## config.mk

```make
export PLATFORM = sky130hd
export DESIGN_NAME = timer_apb_arbiter
export DESIGN_NICKNAME = d
export VERILOG_FILES = /design/src/rtl/timer_apb_arbiter.sv
export SDC_FILE = /design/constraint.sdc
export NUM_CORES = 1
export LEC_CHECK = 0
export BUFFER_PORTS_ARGS = -buffer_cell sky130_fd_sc_hd__buf_2
export CORE_ASPECT_RATIO = 1.4
export CORE_MARGIN = 5
export CORE_UTILIZATION = 49
export CTS_BUF_LIST = sky130_fd_sc_hd__clkbuf_16
export DETAILED_ROUTE_END_ITERATION = 7
export PLACE_DENSITY = 0.84
export SLEW_MARGIN = 15
export SYNTH_ARGS = -nofsm -noshare
export SYNTH_HDL_FRONTEND = slang
export SYNTH_SLANG_ARGS = --single-unit
```

## constraint.sdc

```tcl
create_clock -name sys_clk -period 3.6 [get_ports sys_clk]
set_input_delay 0.36 -clock sys_clk [delete_from_list [all_inputs] [get_ports sys_clk]]
set_output_delay 0.36 -clock sys_clk [all_outputs]
set_load 0.005 [all_outputs]
```

## src/rtl/timer_apb_arbiter.sv

```systemverilog
`default_nettype none
// +--------------------------------------------------------------------------+
// | timer_apb_arbiter: round-robin two-requester APB master for the timer.   |
// | Rev 1.0                                                                  |
// +--------------------------------------------------------------------------+
module timer_apb_arbiter #(
  parameter int ADDR_W  = 12,
  parameter int DATA_W  = 32,
  parameter int TIMEOUT = 16
) (
  input  logic                sys_clk,
  input  logic                sys_rst,
  input  logic                m0_valid,
  output logic                m0_ready,
  input  logic                m0_write,
  input  logic [ADDR_W-1:0]   m0_addr,
  input  logic [DATA_W-1:0]   m0_wdata,
  input  logic [DATA_W/8-1:0] m0_strb,
  output logic                m0_rsp_valid,
  output logic [DATA_W-1:0]   m0_rsp_rdata,
  output logic                m0_rsp_err,
  input  logic                m1_valid,
  output logic                m1_ready,
  input  logic                m1_write,
  input  logic [ADDR_W-1:0]   m1_addr,
  input  logic [DATA_W-1:0]   m1_wdata,
  input  logic [DATA_W/8-1:0] m1_strb,
  output logic                m1_rsp_valid,
  output logic [DATA_W-1:0]   m1_rsp_rdata,
  output logic                m1_rsp_err,
  output logic                tim_psel,
  output logic                tim_penable,
  output logic                tim_pwrite,
  output logic [ADDR_W-1:0]   tim_paddr,
  output logic [DATA_W-1:0]   tim_pwdata,
  output logic [DATA_W/8-1:0] tim_pstrb,
  input  logic                tim_pready,
  input  logic                tim_pslverr,
  input  logic [DATA_W-1:0]   tim_prdata
);

  localparam int c_STRB_W    = DATA_W / 8;
  localparam int c_CNT_W     = (TIMEOUT < 2) ? 1 : $clog2(TIMEOUT + 1);
  localparam int c_TO_LAST_I = (TIMEOUT == 0) ? 0 : TIMEOUT - 1;
  localparam logic [c_CNT_W-1:0] c_TO_LAST = c_CNT_W'(c_TO_LAST_I);

  typedef enum logic [1:0] {
    S_IDLE   = 2'd0,
    S_SETUP  = 2'd1,
    S_ACCESS = 2'd2,
    S_RESP   = 2'd3
  } state_t;

  state_t               r_state;
  logic                 r_last_grant;
  logic                 r_gnt;
  logic [c_CNT_W-1:0]   r_cnt;
  logic                 r_psel;
  logic                 r_penable;
  logic                 r_pwrite;
  logic [ADDR_W-1:0]    r_paddr;
  logic [DATA_W-1:0]    r_pwdata;
  logic [c_STRB_W-1:0]  r_pstrb;
  logic                 r_m0_rsp_valid;
  logic [DATA_W-1:0]    r_m0_rsp_rdata;
  logic                 r_m0_rsp_err;
  logic                 r_m1_rsp_valid;
  logic [DATA_W-1:0]    r_m1_rsp_rdata;
  logic                 r_m1_rsp_err;

  logic                 w_idle;
  logic                 w_pick0;
  logic                 w_pick1;
  logic                 w_accept;
  logic                 w_acc_id;
  logic                 w_acc_write;
  logic [ADDR_W-1:0]    w_acc_addr;
  logic [DATA_W-1:0]    w_acc_wdata;
  logic [c_STRB_W-1:0]  w_acc_strb;
  logic                 w_misalign;
  logic                 w_timeout;
  logic                 w_rsp_fire;
  logic                 w_rsp_id;
  logic [DATA_W-1:0]    w_rsp_rdata;
  logic                 w_rsp_err;

  // On contention the requester that was not served last wins.
  assign w_pick0  = m0_valid & (~m1_valid | r_last_grant);
  assign w_pick1  = m1_valid & (~m0_valid | ~r_last_grant);
  assign w_idle   = (r_state == S_IDLE) & ~sys_rst;
  assign m0_ready = w_idle & w_pick0;
  assign m1_ready = w_idle & w_pick1;
  assign w_accept = m0_ready | m1_ready;
  assign w_acc_id = m1_ready;

  assign w_acc_write = w_acc_id ? m1_write : m0_write;
  assign w_acc_addr  = w_acc_id ? m1_addr  : m0_addr;
  assign w_acc_wdata = w_acc_id ? m1_wdata : m0_wdata;
  assign w_acc_strb  = w_acc_id ? m1_strb  : m0_strb;
  assign w_misalign  = (w_acc_addr[1:0] != 2'b00);
  assign w_timeout   = (TIMEOUT != 0) && (r_cnt == c_TO_LAST);

  always_comb begin
    w_rsp_fire  = 1'b0;
    w_rsp_id    = r_gnt;
    w_rsp_rdata = '0;
    w_rsp_err   = 1'b0;
    case (r_state)
      S_IDLE: begin
        if (w_accept && w_misalign) begin
          w_rsp_fire = 1'b1;
          w_rsp_id   = w_acc_id;
          w_rsp_err  = 1'b1;
        end
      end
      S_ACCESS: begin
        if (tim_pready) begin
          w_rsp_fire  = 1'b1;
          w_rsp_rdata = r_pwrite ? '0 : tim_prdata;
          w_rsp_err   = tim_pslverr;
        end else if (w_timeout) begin
          w_rsp_fire = 1'b1;
          w_rsp_err  = 1'b1;
        end
      end
      default: ;
    endcase
  end

  always_ff @(posedge sys_clk) begin
    if (sys_rst) begin
      r_state        <= S_IDLE;
      r_last_grant   <= 1'b1;
      r_gnt          <= 1'b0;
      r_cnt          <= '0;
      r_psel         <= 1'b0;
      r_penable      <= 1'b0;
      r_pwrite       <= 1'b0;
      r_paddr        <= '0;
      r_pwdata       <= '0;
      r_pstrb        <= '0;
      r_m0_rsp_valid <= 1'b0;
      r_m0_rsp_rdata <= '0;
      r_m0_rsp_err   <= 1'b0;
      r_m1_rsp_valid <= 1'b0;
      r_m1_rsp_rdata <= '0;
      r_m1_rsp_err   <= 1'b0;
    end else begin
      r_m0_rsp_valid <= 1'b0;
      r_m1_rsp_valid <= 1'b0;
      case (r_state)
        S_IDLE: begin
          if (w_accept) begin
            r_gnt        <= w_acc_id;
            r_last_grant <= w_acc_id;
            r_pwrite     <= w_acc_write;
            r_paddr      <= w_acc_addr;
            r_pwdata     <= w_acc_wdata;
            r_pstrb      <= w_acc_write ? w_acc_strb : '0;
            if (w_misalign) begin
              r_state <= S_RESP;
            end else begin
              r_state <= S_SETUP;
              r_psel  <= 1'b1;
              r_cnt   <= '0;
            end
          end
        end
        S_SETUP: begin
          r_penable <= 1'b1;
          r_state   <= S_ACCESS;
        end
        S_ACCESS: begin
          if (w_rsp_fire) begin
            r_psel    <= 1'b0;
            r_penable <= 1'b0;
            r_state   <= S_RESP;
          end else begin
            r_cnt <= r_cnt + 1'b1;
          end
        end
        S_RESP:  r_state <= S_IDLE;
        default: r_state <= S_IDLE;
      endcase
      // Response data is only rewritten for the requester being answered.
      if (w_rsp_fire) begin
        if (w_rsp_id) begin
          r_m1_rsp_valid <= 1'b1;
          r_m1_rsp_rdata <= w_rsp_rdata;
          r_m1_rsp_err   <= w_rsp_err;
        end else begin
          r_m0_rsp_valid <= 1'b1;
          r_m0_rsp_rdata <= w_rsp_rdata;
          r_m0_rsp_err   <= w_rsp_err;
        end
      end
    end
  end

  assign tim_psel     = r_psel;
  assign tim_penable  = r_penable;
  assign tim_pwrite   = r_pwrite;
  assign tim_paddr    = r_paddr;
  assign tim_pwdata   = r_pwdata;
  assign tim_pstrb    = r_pstrb;
  assign m0_rsp_valid = r_m0_rsp_valid;
  assign m0_rsp_rdata = r_m0_rsp_rdata;
  assign m0_rsp_err   = r_m0_rsp_err;
  assign m1_rsp_valid = r_m1_rsp_valid;
  assign m1_rsp_rdata = r_m1_rsp_rdata;
  assign m1_rsp_err   = r_m1_rsp_err;

endmodule
`default_nettype wire

```

## Yosys cells after proc, flatten, opt, wreduce, memory -nomap -nowiden

Index checks and enable logic that the tools add are counted.

| word-level totals | value |
|---|---|
| bits in registers | 128 |
| input bits | 136 |
| output and inout bits | 121 |
| logic and storage cells | 83 |

| operators by class | value |
|---|---|
| add/subtract/negate cells | 1 |
| equal/unequal tests | 8 |
| multiplexer cells | 31 |
| bitwise logic cells | 14 |
| reduce and logical (&&, ||, !) cells | 13 |

Operators with widths:

| operator | count |
|---|---|
| $mux 32 | 4 |
| $mux 5 | 3 |
| $mux 1 | 12 |
| $mux 12 | 1 |
| $pmux 5 s2 | 1 |
| $reduce_and 2->1 | 5 |
| $mux 4 | 2 |
| $ne 2x2->1 const B | 4 |
| $pmux 1 s2 | 4 |
| $pmux 2 s4 | 1 |
| $reduce_and 4->1 | 2 |
| $mux 2 | 3 |
| $not 1->1 | 6 |
| $reduce_bool 2->1 | 3 |
| $add 5x1->5 const B | 1 |
| $and 1x1->1 | 5 |
| $eq 5x4->1 const B | 1 |
| $eq 2x2->1 const B | 2 |
| $or 1x1->1 | 3 |
| $eq 2x1->1 const B | 1 |
| $logic_not 2->1 | 1 |
| $reduce_or 2->1 | 1 |
| $logic_and 1x1->1 | 1 |

## Longest topological paths before layout

Gate-level depths: netlist of the first run.

| depth | value |
|---|---|
| word-level depth | 11 |
| gate-level depth with buffers | 10 |

## Least setup slack after synthesis of the first run

OpenSTA, ideal clock, no wires.

| path | value |
|---|---|
| path kind | reg2reg |
| from | register r_state[0] |
| to | register r_cnt[3] |
| library setup time | 0.070 ns |
| arrival | 2.047 ns |
| required time | 3.530 ns |
| path slack | 1.483 ns |
| cell stages (with the launch flop) | 8 |
| path buffers | 0 |
| clock period less this slack | 2.117 ns |
| cells stage by stage | dfxtp_1 inv_1 ha_1 or4b_4 mux2i_4 a21boi_2 or4_1 a21boi_1 |

| between the ends | value |
|---|---|
| cells in the longest elaborated chain, start to end | 10 |
| elaborated cells on any way between the ends | 17 |
| classes of those cells | eq/ne: 4; mux: 4; bitwise: 4; reduce/logical: 5 |

Ends and longest elaborated chain:

| item | line | source |
|---|---|---|
| from (decl) | 54 | `state_t r_state;` |
| from (signal assigned) | 132 | `r_state <= S_IDLE;` |
| from (signal assigned) | 161 | `r_state <= S_RESP;` |
| from (signal assigned) | 163 | `r_state <= S_SETUP;` |
| $logic_not 2->1 | 90, 108, 151 |  |
| $and 1x1->1 | 90 | `assign w_idle = (r_state == S_IDLE) & ~sys_rst;` |
| $and 1x1->1 | 92 | `assign m1_ready = w_idle & w_pick1;` |
| $mux 12 | 97 | `assign w_acc_addr = w_acc_id ? m1_addr : m0_addr;` |
| $reduce_bool 2->1 | 100 | `assign w_misalign = (w_acc_addr[1:0] != 2'b00);` |
| $logic_and 1x1->1 | 110 | `if (w_accept && w_misalign) begin` |
| $mux 1 | 110 |  |
| $pmux 1 s2 | 108 | `case (r_state)` |
| $ne 2x2->1 (no source line) | -- |  |
| $reduce_and 4->1 (no source line) | -- |  |
| to (signal assigned) | 179 | `r_cnt <= r_cnt + 1'b1;` |
| to (decl) | 57 | `logic [c_CNT_W-1:0] r_cnt;` |

Several ways; a longest one is shown, not always the timed one.
A chain may end at the register's enable or synchronous reset.

## Worst setup path after layout of the first run

| path | value |
|---|---|
| from | register r_state[0] |
| to | output port m1_ready |

| between the ends | value |
|---|---|
| cells in the longest elaborated chain, start to end | 3 |

Ends and longest elaborated chain:

| item | line | source |
|---|---|---|
| $logic_not 2->1 | 90 |  |
| $and 1x1->1 | 90 |  |
| $and 1x1->1 | 92 |  |
| to (decl) | 23 | `output logic m1_ready,` |

No other way between the ends.

==> results.ini, run 1 <==
[status]
status = finished, final reports clean

[detailed_routing]
drtAntennaViolNets = 0
drtIter0Drc = 253
post_drt_wl_per_cell_um = 15.39
firstDrtPassIters = 5
vias = 5333
vias_per_cell = 5.306
drt_wl_total_um = 15470
route.detailed.drc = 0

[timing]
fin_skew_ns = 0.008138
fin_setup_tns_ns = 0
period_share = 0.8812
max-slew-margin-rel = 0.2698
rsz0062_at_grt = false
hold_violations = 0
fmax_mhz = 315.2
final_max_slew_viol_count = 0
finalSetupViolations = 0
post-route-min-period_ns = 3.172
worst_pin_slew_ns = 1.094

[critical_path]
cp_max_fo = 45
cp.required_ns = 3.24
cp-start-kind = flip-flop
worst-setup-path-type = flip-flop to output port
arrival_ns = 2.81
end_kind = output port

[clock_tree]
cts_num_sinks = 128
insertion_delay_ns = 0.42
cts_setup_buffers = 0
ctsHoldBuffers = 0
ctsHtreeMaxLevel = 4
cts_root_buffer = clkbuf_16
clock_path_buffers = 2
cts_resized = 0
clk_pin_slew_ns = 0.06
cts_tree = done
cts_made_buffers = 17

[flow_run]
cap_violations = 0

[floorplanning]
core_area_sq_um = 10350
dieWidth_um = 96.75
start_util = 0.4988
ios = 257
fp-row-count = 44
die_height_um = 131.5
dieArea_sq_um = 12720

[finish]
final_nets = 996
area_growth_pct = 37.45
drive_above_1_share = 0.3576
antenna_cells = 0
fillers = 875
utilization = 0.6856
instances_no_fill = 1005

[logic_synthesis]
yosys.area.top_type = dfxtp_1
synth.avg_cell_area_sq_um = 8.286
synth-main-ff-cell = dfxtp_1
synth-seq-area-share = 0.4964
synthTopCellsByArea = dfxtp_1 50%, nand2_1 9.2%, a311oi_1 7.5%, nand3_1 6.4%, o21ai_0 4.5%
syn_inst = 623
async_flop_share = 0
synth_nets = 765
ys_warn_count = 0
synth_top_area_frac = 0.4964
synth_edf_count = 0
synth_cell_type_count = 47
syn-cell-area_sq_um = 5162
ys_seq_elements = 128

[placement]
routabilityCongestion = 0.8852
port_buffers = 256
dp_hpwl_um = 11110
dpl.cell_count = 973

[grt]
overflow = 0
grt_pass1_wl_um = 25330
grt_max_degree = 73
grt_pass1_vias = 5156
antenna_found_initial = 1
grtUsageTotal = 0.2394

[power_and_ir_drop]
ir_drop_v = 0.0003905
p_leak_nw = 3.237
power_density_nw_per_um2 = 618.7

[worst_hold_path]
hp-class = input pin to flip-flop

worst max-delay path, stage by stage, from the launching register on:
cell and delay (ns):
dfxtp_1 0.32, inv_1 0.11, ha_1 0.31, nor2b_1 0.38, nand2_2 0.36, inv_2 0.67
buf_2 0.24
cells by family (layout without fill, tap and decap cells):
logic type                 Yosys count  in the layout  share of synthesized area
AOI/OAI and AO/OA                  144            144                     0.1893
adders and majority gates            6              6                    0.01454
buffers and inverters               58            302                    0.04605
DFF                                128            128                     0.4964
muxes                                6              6                    0.01406
and+or+nand+nor                    281            281                     0.2397
cell usage after synthesis, drive strengths merged (2+ instances only):
master	count
a21boi	3
a21oi	7
a22oi	2
a2bb2oi	4
a311oi	44
and3	2
buf	15
clkbuf	35
dfxtp	128
ha	6
inv	8
mux2i	6
nand2	126
nand2b	2
nand3	66
nand3b	2
nor2	59
nor2b	4
nor3	8
nor3b	2
nor4b	3
o21ai	71
o31ai	2
o32a	2
or3	3
or4b	2
final timing paths:
path,start,endpoint,slack [ns],cells past startpoint
max,r_state[0]$_SDFFE_PP0P_,m1_ready,0.43,6
min,tim_prdata[24],m0_rsp_rdata[24]$_SDFFE_PP0P_,0.20,3
max reg2reg,r_state[0]$_SDFFE_PP0P_,tim_pwdata[11]$_SDFFE_PP0P_,0.92,7
min reg2reg,m0_rsp_rdata[3]$_SDFFE_PP0P_,m0_rsp_rdata[3]$_SDFFE_PP0P_,0.46,2
placed cells by master (no fill, tap or decap), drive strengths merged, types with 4 or more instances in the layout:
cell type / count
nand3: 66
dfxtp: 128
nor3: 8
nand2: 126
clkbuf: 17
mux2i: 6
buf: 262
a2bb2oi: 4
a311oi: 44
inv: 16
a21oi: 7
o21ai: 71
nor2: 59
nor2b: 4
ha: 6
report_power, final:
group / internal, W / switching (W)
logic: 0.000399 / 0.000579
registers: 0.00159 / 0.0000935
clock network: 0.00104 / 0.000688
total: 0.00303 / 0.00136
metal layers:
metal | vias up | wire length, um | GRT usage
li1 | 2663 | - | -
met1 | 2392 | 5989 | 0.2804
met4 | 2 | 225 | 0.07026
met3 | 22 | 1636 | 0.1029
met5 | - | 13 | 0
met2 | 254 | 7603 | 0.3982
sequential cells by signal, indices dropped and copies added (netlist names):
register / flops
m0_rsp_rdata: 32
m1_rsp_rdata: 32
tim_pwdata: 32
tim_paddr: 12
r_cnt: 5
tim_pstrb: 4
r_state: 2
m0_rsp_err: 1
m0_rsp_valid: 1
m1_rsp_err: 1
m1_rsp_valid: 1
r_gnt: 1
r_last_grant: 1
tim_penable: 1
tim_psel: 1
tim_pwrite: 1
per-stage QoR:
step                      worst slack, ns  hold slack, ns  area (sq um)  total power, W
after CTS                          0.4137          0.1898          7096        0.004423
after global placement             0.9834          0.4434          6499        0.002675
final                              0.4276          0.2012          7096        0.004390
after global routing               0.1817          0.2003          7096        0.004624
after floorplan                     1.483          0.4463          5162        0.002319
after detailed placement           0.8886          0.4505          6499        0.002693
final cells by class:
class | instances | area, sq um | share of cell area
sequential | 128 | 2562 | 0.3611
multi-input combinational | 437 | 2382 | 0.3357
timing repair buffer | 262 | 1351 | 0.1904
clock buffer | 17 | 425.4 | 0.05995
tap | 138 | 172.7 | 0.02433
clock inverter | 15 | 171.4 | 0.02416
inverter | 8 | 30.03 | 0.004232
Note: power is estimated with default switching activity, not from simulation.
==> run 2: changes to the inputs <==
CORE_MARGIN = 2   (was 5)
==> run 2 against run 1 <==
Global-route usage grew 2.0 points. Routed wire length shrank 3.1%. Largest cell class unchanged. Critical path type unchanged. Via count grew 1.0%. Largest power group unchanged. Sequential power is essentially flat.
==> results.ini, run 2 (same netlist as run 1, synthesis figures left out) <==
[timing]
period_share = 0.7783  ; -0.1029
worst_pin_slew_ns = 1.067  ; -0.02704 ns
fin_skew_ns = 0.01174  ; +0.003605 ns
fin_setup_tns_ns = 0  ; unchanged
finalSetupViolations = 0  ; unchanged
max-slew-margin-rel = 0.2879  ; +0.01805
rsz0062_at_grt = false
fmax_mhz = 356.9  ; +13%
post-route-min-period_ns = 2.802  ; -0.3703 ns
hold_violations = 0  ; unchanged
final_max_slew_viol_count = 0  ; unchanged

[power_and_ir_drop]
switchingPower_w = 0.001346  ; -1.1%
p_sw_frac = 0.3078  ; -0.002199
pwr-share-seq = 0.385  ; +0.002
p_leak_nw = 3.237  ; about the same
power_density_nw_per_um2 = 616.5  ; -0.35%
power.clock.fraction = 0.393  ; about the same
ir_drop_v = 0.0003908  ; about the same
p_comb_frac = 0.222  ; about the same
p_int_w = 0.003028  ; about the same

[critical_path]
worstSetupStartpoint = r_state[1]$_SDFFE_PP0P_
regToRegSetupSlack_ns = 1.01  ; +0.09 ns
end_kind = output port
critPathSlowestCell = inv_2
cp.required_ns = 3.24  ; about the same
worst-setup-path-type = flip-flop to output port
cp_max_fo = 45  ; unchanged
arrival_ns = 2.44  ; -0.37 ns
crit_chain = inv_1 -> ha_1 -> nor2b_1 -> nand2_2 -> inv_2 -> buf_2
cp-start-kind = flip-flop
r2r-start = r_state[1]$_SDFFE_PP0P_
r2r-end = m0_rsp_err$_SDFFE_PP0P_
cp_slowest_stage_delay_ns = 0.58  ; -0.09 ns
reg2reg_depth = 9  ; +2

[finish]
fillers = 904  ; +3.3%
layout_common_cells = 256 x buf_2, 128 x dfxtp_1, 125 x nand2_1
final_nets = 997  ; +0.10%
drive_above_1_share = 0.3571  ; -0.0004119
layout_commonest_cell = buf_2
area_growth_pct = 37.42  ; about the same
fin_area_sq_um = 7094  ; about the same

[grt]
antenna_found_initial = 1  ; unchanged
overflow = 0  ; unchanged
grt_max_degree = 89  ; +22%
grt_pass1_wl_um = 24120  ; -4.8%
grtUsageTotal = 0.2598  ; +0.02045
grt_pass1_vias = 5162  ; +0.12%

[detailed_routing]
drtAntennaViolNets = 0  ; unchanged
vias = 5387  ; +1.0%
vias_per_cell = 5.350  ; +0.81%
route.detailed.drc = 0  ; unchanged
drt_wl_total_um = 14990  ; -3.1%
post_drt_wl_per_cell_um = 14.88  ; -3.3%
firstDrtPassIters = 5  ; unchanged
drtIter0Drc = 241  ; -4.7%

[flow_run]
cap_violations = 0  ; unchanged

[clock_tree]
clk_pin_slew_ns = 0.06  ; about the same
clock_path_buffers = 2  ; unchanged
cts_made_buffers = 17  ; unchanged
cts_tree = done
cts_resized = 0  ; unchanged
cts_setup_buffers = 0  ; unchanged
insertion_delay_ns = 0.41  ; about the same
cts_num_sinks = 128  ; unchanged
ctsHoldBuffers = 0  ; unchanged
ctsHtreeMaxLevel = 4  ; unchanged
cts_root_buffer = clkbuf_16

[floorplanning]
fp-row-count = 44  ; unchanged
die_height_um = 125.5  ; -4.6%
core_area_sq_um = 10290  ; -0.53%
dieWidth_um = 90.75  ; -6.2%
dieArea_sq_um = 11380  ; -10%
start_util = 0.5015  ; +0.002667
ios = 257  ; unchanged

[placement]
placed_cell_area_sq_um = 6494  ; about the same
routabilityCongestion = 0.8634  ; -2.5%
dp_hpwl_um = 10790  ; -2.9%
port_buffers = 256  ; unchanged

[worst_hold_path]
hold_depth = 3  ; unchanged
hp-start = tim_prdata[2]
holdPathEnd = m0_rsp_rdata[2]$_SDFFE_PP0P_
hp-class = input pin to flip-flop

[status]
status = finished, final reports clean

run 2: critical path, delay by kind of cell (launching register included):
kind	cells	cell delay (ns)
buffers and inverters	3	0.93
adder cells (fa/ha/maj)	1	0.31
flip-flops	1	0.32
AND/OR/NAND/NOR	2	0.47
run 2: through the flow:
stage          std cells  hold slack, ns  worst slack (ns)  utilization  power [W]
6_report            1007          0.2106            0.7979       0.6891   0.004374
5_1_grt             1006          0.2115            0.5743       0.6889   0.004616
4_1_cts             1006          0.1954            0.7858       0.6889   0.004408
3_5_place_dp         974          0.4501             1.038       0.6308   0.002686
3_3_place_gp         974          0.4414             1.135       0.6308   0.002662
2_1_floorplan        623          0.4463             1.483            -   0.002319
run 2: layout make-up:
class                      instances  area (sq um)  share of cell area
sequential                       128          2562              0.3612
multi-input combinational        437          2382              0.3358
timing repair buffer             263          1346              0.1898
clock buffer                      17         425.4             0.05996
clock inverter                    15         172.7             0.02434
tap                              138         172.7             0.02434
inverter                           8         30.03            0.004233
antenna                            1         2.502           0.0003527
run 2: how the worst max path moves through the flow:
stage | endpoint | slack (ns) | depth (start not counted)
after floorplan | r_cnt[3]$_SDFFE_PP0P_ | 1.48 | 7
after global placement | m1_rsp_rdata[13]$_SDFFE_PP0P_ | 1.13 | 9
after detailed placement | m1_rsp_rdata[21]$_SDFFE_PP0P_ | 1.04 | 9
after CTS | m1_ready | 0.79 | 6
after global routing | m1_ready | 0.57 | 6
final | m1_ready | 0.80 | 6
run 2: layer usage:
| metal | part of all wire | up-vias | track usage |
|---|---|---|---|
| met1 | 0.38 | 2457 | 0.2808 |
| met5 | 0 | - | 0 |
| met4 | 0.014 | 0 | 0.08145 |
| met3 | 0.10 | 19 | 0.09940 |
| met2 | 0.50 | 237 | 0.4653 |
| li1 | - | 2674 | - |
run 2: power by group through the flow:
stage / registers, W / logic, W / clock network (W)
after floorplan: 0.00172 / 0.000600 / 0
after global placement: 0.00171 / 0.000955 / 0
after detailed placement: 0.00171 / 0.000972 / 0
after CTS: 0.00168 / 0.000976 / 0.00175
after global routing: 0.00170 / 0.00109 / 0.00182
final: 0.00168 / 0.000972 / 0.00172
==> run 3: changes to the inputs <==
CORE_UTILIZATION = 46   (was 49)
PLACE_DENSITY = 0.79   (was 0.84)
clock period = 2.7 ns   (was 3.6 ns; I/O delays follow)
==> run 3 against run 2 <==
Sequential cell count unchanged. Sequential power increased by 33%. Cell count increased by 0.30%. First-iteration DRC count decreased by 1.7%. Via count decreased by 1.4%. Die area increased by 6.3%. Hold slack got worse by 0.095 ns. Clock-buffer cell count unchanged. Combinational power increased by 38%. Sequential share of layout area decreased by 0.42 points.
==> results.ini, run 3 (same netlist as run 1, synthesis figures left out) <==
[detailed_routing]
post_drt_wl_per_cell_um = 14.71  ; -1.1%
drt-met1-wl_um = 5920  ; +4.0%
route.detailed.drc = 0  ; unchanged
vias_per_cell = 5.258  ; -1.7%
route.met2.wl_um = 7209  ; -4.2%
drtIter0Drc = 237  ; -1.7%
drt_wl_total_um = 14860  ; -0.84%
firstDrtPassIters = 4  ; -1
drtAntennaViolNets = 0  ; unchanged
vias = 5311  ; -1.4%
routed.top_layer = met4
met3_length_um = 1508  ; -3.1%

[critical_path]
worst-setup-path-type = flip-flop to output port
cp-start-kind = flip-flop
cp.required_ns = 2.43  ; -0.81 ns
cp_max_fo = 21  ; -53%
r2r-start = r_cnt[0]$_SDFFE_PP0P_
worstSetupStartpoint = r_state[1]$_SDFFE_PP0P_
end_kind = output port
arrival_ns = 2.14  ; -0.30 ns

[clock_tree]
cts_num_sinks = 128  ; unchanged
insertion_delay_ns = 0.41  ; about the same
cts_tree = done
cts_made_buffers = 17  ; unchanged
cts_resized = 0  ; unchanged
cts_root_buffer = clkbuf_16
ctsHoldBuffers = 0  ; unchanged
cts_setup_buffers = 0  ; unchanged
clock_path_buffers = 2  ; unchanged
clk_pin_slew_ns = 0.06  ; about the same
ctsHtreeMaxLevel = 4  ; unchanged

[timing]
worst_pin_slew_ns = 0.6710  ; -0.3956 ns
fin_skew_ns = 0.006593  ; -0.005150 ns
final_max_slew_viol_count = 0  ; unchanged
hold_violations = 0  ; unchanged
post-route-min-period_ns = 2.408
max-slew-margin-rel = 0.5492  ; +0.2613
period_share = 0.8917
fin_setup_tns_ns = 0  ; unchanged
finalSetupViolations = 0  ; unchanged
fmax_mhz = 415.4
rsz0062_at_grt = false

[power_and_ir_drop]
switchingPower_w = 0.001737  ; +29%
p_comb_frac = 0.225  ; +0.003
p_sw_frac = 0.2917  ; -0.01603
ir_drop_v = 0.0004743  ; +21%
power.clock.fraction = 0.400  ; +0.007
power_density_nw_per_um2 = 829.7  ; +35%
p_leak_nw = 3.280  ; +1.3%
p_int_w = 0.004218  ; +39%
pwr-share-seq = 0.376  ; -0.009

[floorplanning]
ios = 257  ; unchanged
start_util = 0.4751  ; -0.02639
dieArea_sq_um = 12100  ; +6.3%
core_area_sq_um = 10870  ; +5.6%
die_height_um = 129.3  ; +3.1%
dieWidth_um = 93.54  ; +3.1%
fp-row-count = 45  ; +2.3%

[finish]
layout_common_cells = 256 x buf_2, 128 x dfxtp_1, 125 x nand2_1
fin_area_sq_um = 7177  ; +1.2%
layout_commonest_cell = buf_2
drive_above_1_share = 0.3579  ; +0.0007398
antenna_cells = 0  ; -1
final_nets = 999  ; +0.20%
fillers = 976  ; +8.0%
area_growth_pct = 39.02

[grt]
overflow = 0  ; unchanged
grt_pass1_vias = 4883  ; -5.4%
antenna_found_initial = 0  ; -1
grtUsageTotal = 0.2391  ; -0.02073
grt_max_degree = 89  ; unchanged
grt_pass1_wl_um = 23140  ; -4.1%

[worst_hold_path]
hp-class = input pin to flip-flop
hp-start = tim_prdata[26]

[placement]
dp_hpwl_um = 10530  ; -2.4%
placed_cell_area_sq_um = 6550  ; +0.87%
port_buffers = 256  ; unchanged
routabilityCongestion = 0.8441  ; -2.2%

[flow_run]
cap_violations = 0  ; unchanged

[status]
status = finished, final reports clean

-- run 3: cell types whose count changed in the layout (fill, tap and decap cells not counted) --
| cell | previous run | this run |
|---|---|---|
| buf_12 | 1 | 4 |
| diode_2 | 1 | 0 |
| inv_6 | 5 | 2 |
| clkinvlp_4 | 3 | 1 |
| buf_4 | 6 | 5 |
| inv_8 | 3 | 0 |
| o41ai_4 | 0 | 1 |
| bufinv_16 | 2 | 4 |
| o41ai_2 | 1 | 0 |
| clkinv_4 | 1 | 3 |
| clkinv_2 | 0 | 3 |
-- run 3: layout make-up --
class / count / area (sq um) / area share
timing repair buffer: 265 / 1399 / 0.1949
multi-input combinational: 437 / 2394 / 0.3335
tap: 141 / 176.4 / 0.02458
inverter: 8 / 30.03 / 0.004184
sequential: 128 / 2562 / 0.3570
clock buffer: 17 / 425.4 / 0.05927
clock inverter: 14 / 190.2 / 0.02650
-- run 3: through the flow --
step                instances  hold WS [ns]    util  power, W  worst slack, ns
finish                   1010        0.1160  0.6604  0.005955           0.2925
global route             1010        0.1133  0.6604  0.006269          0.05398
CTS                      1010        0.1005  0.6594  0.005998           0.2851
detailed placement        979        0.4498  0.6028  0.003611           0.3135
global placement          979        0.4417  0.6028  0.003588           0.4157
floorplan                 623        0.4193       -  0.003092           0.5830
-- run 3: worst paths after layout --
| kind | to | slack (ns) | depth (start not counted) |
|---|---|---|---|
| worst min-delay path | m1_rsp_rdata[26]$_SDFFE_PP0P_ | 0.12 | 3 |
| worst max-delay path | m1_ready | 0.29 | 6 |
| worst min register to register | m0_rsp_rdata[1]$_SDFFE_PP0P_ | 0.46 | 2 |
| worst max register to register | m1_rsp_rdata[16]$_SDFFE_PP0P_ | 0.31 | 9 |
-- run 3: power by group through the flow --
stage                     registers, W  logic (W)  clock network, W
after floorplan                0.00229   0.000800                 0
after global placement         0.00227    0.00132                 0
after detailed placement       0.00228    0.00133                 0
after CTS                      0.00224    0.00134           0.00242
after global routing           0.00227    0.00150           0.00250
final                          0.00224    0.00134           0.00238
-- run 3: critical path: stages, from the launching register on --
cell and delay, ns:
dfxtp_1 0.31, inv_1 0.11, ha_1 0.31, nor2b_1 0.34, nand2_2 0.14, inv_2 0.33, buf_2 0.19
-- run 3: metal layers --
layer  up-vias  track usage
met1      2412       0.2767
met2       221       0.4147
met4         0      0.07246
met3        16      0.08547
li1       2662            -
met5         -            0
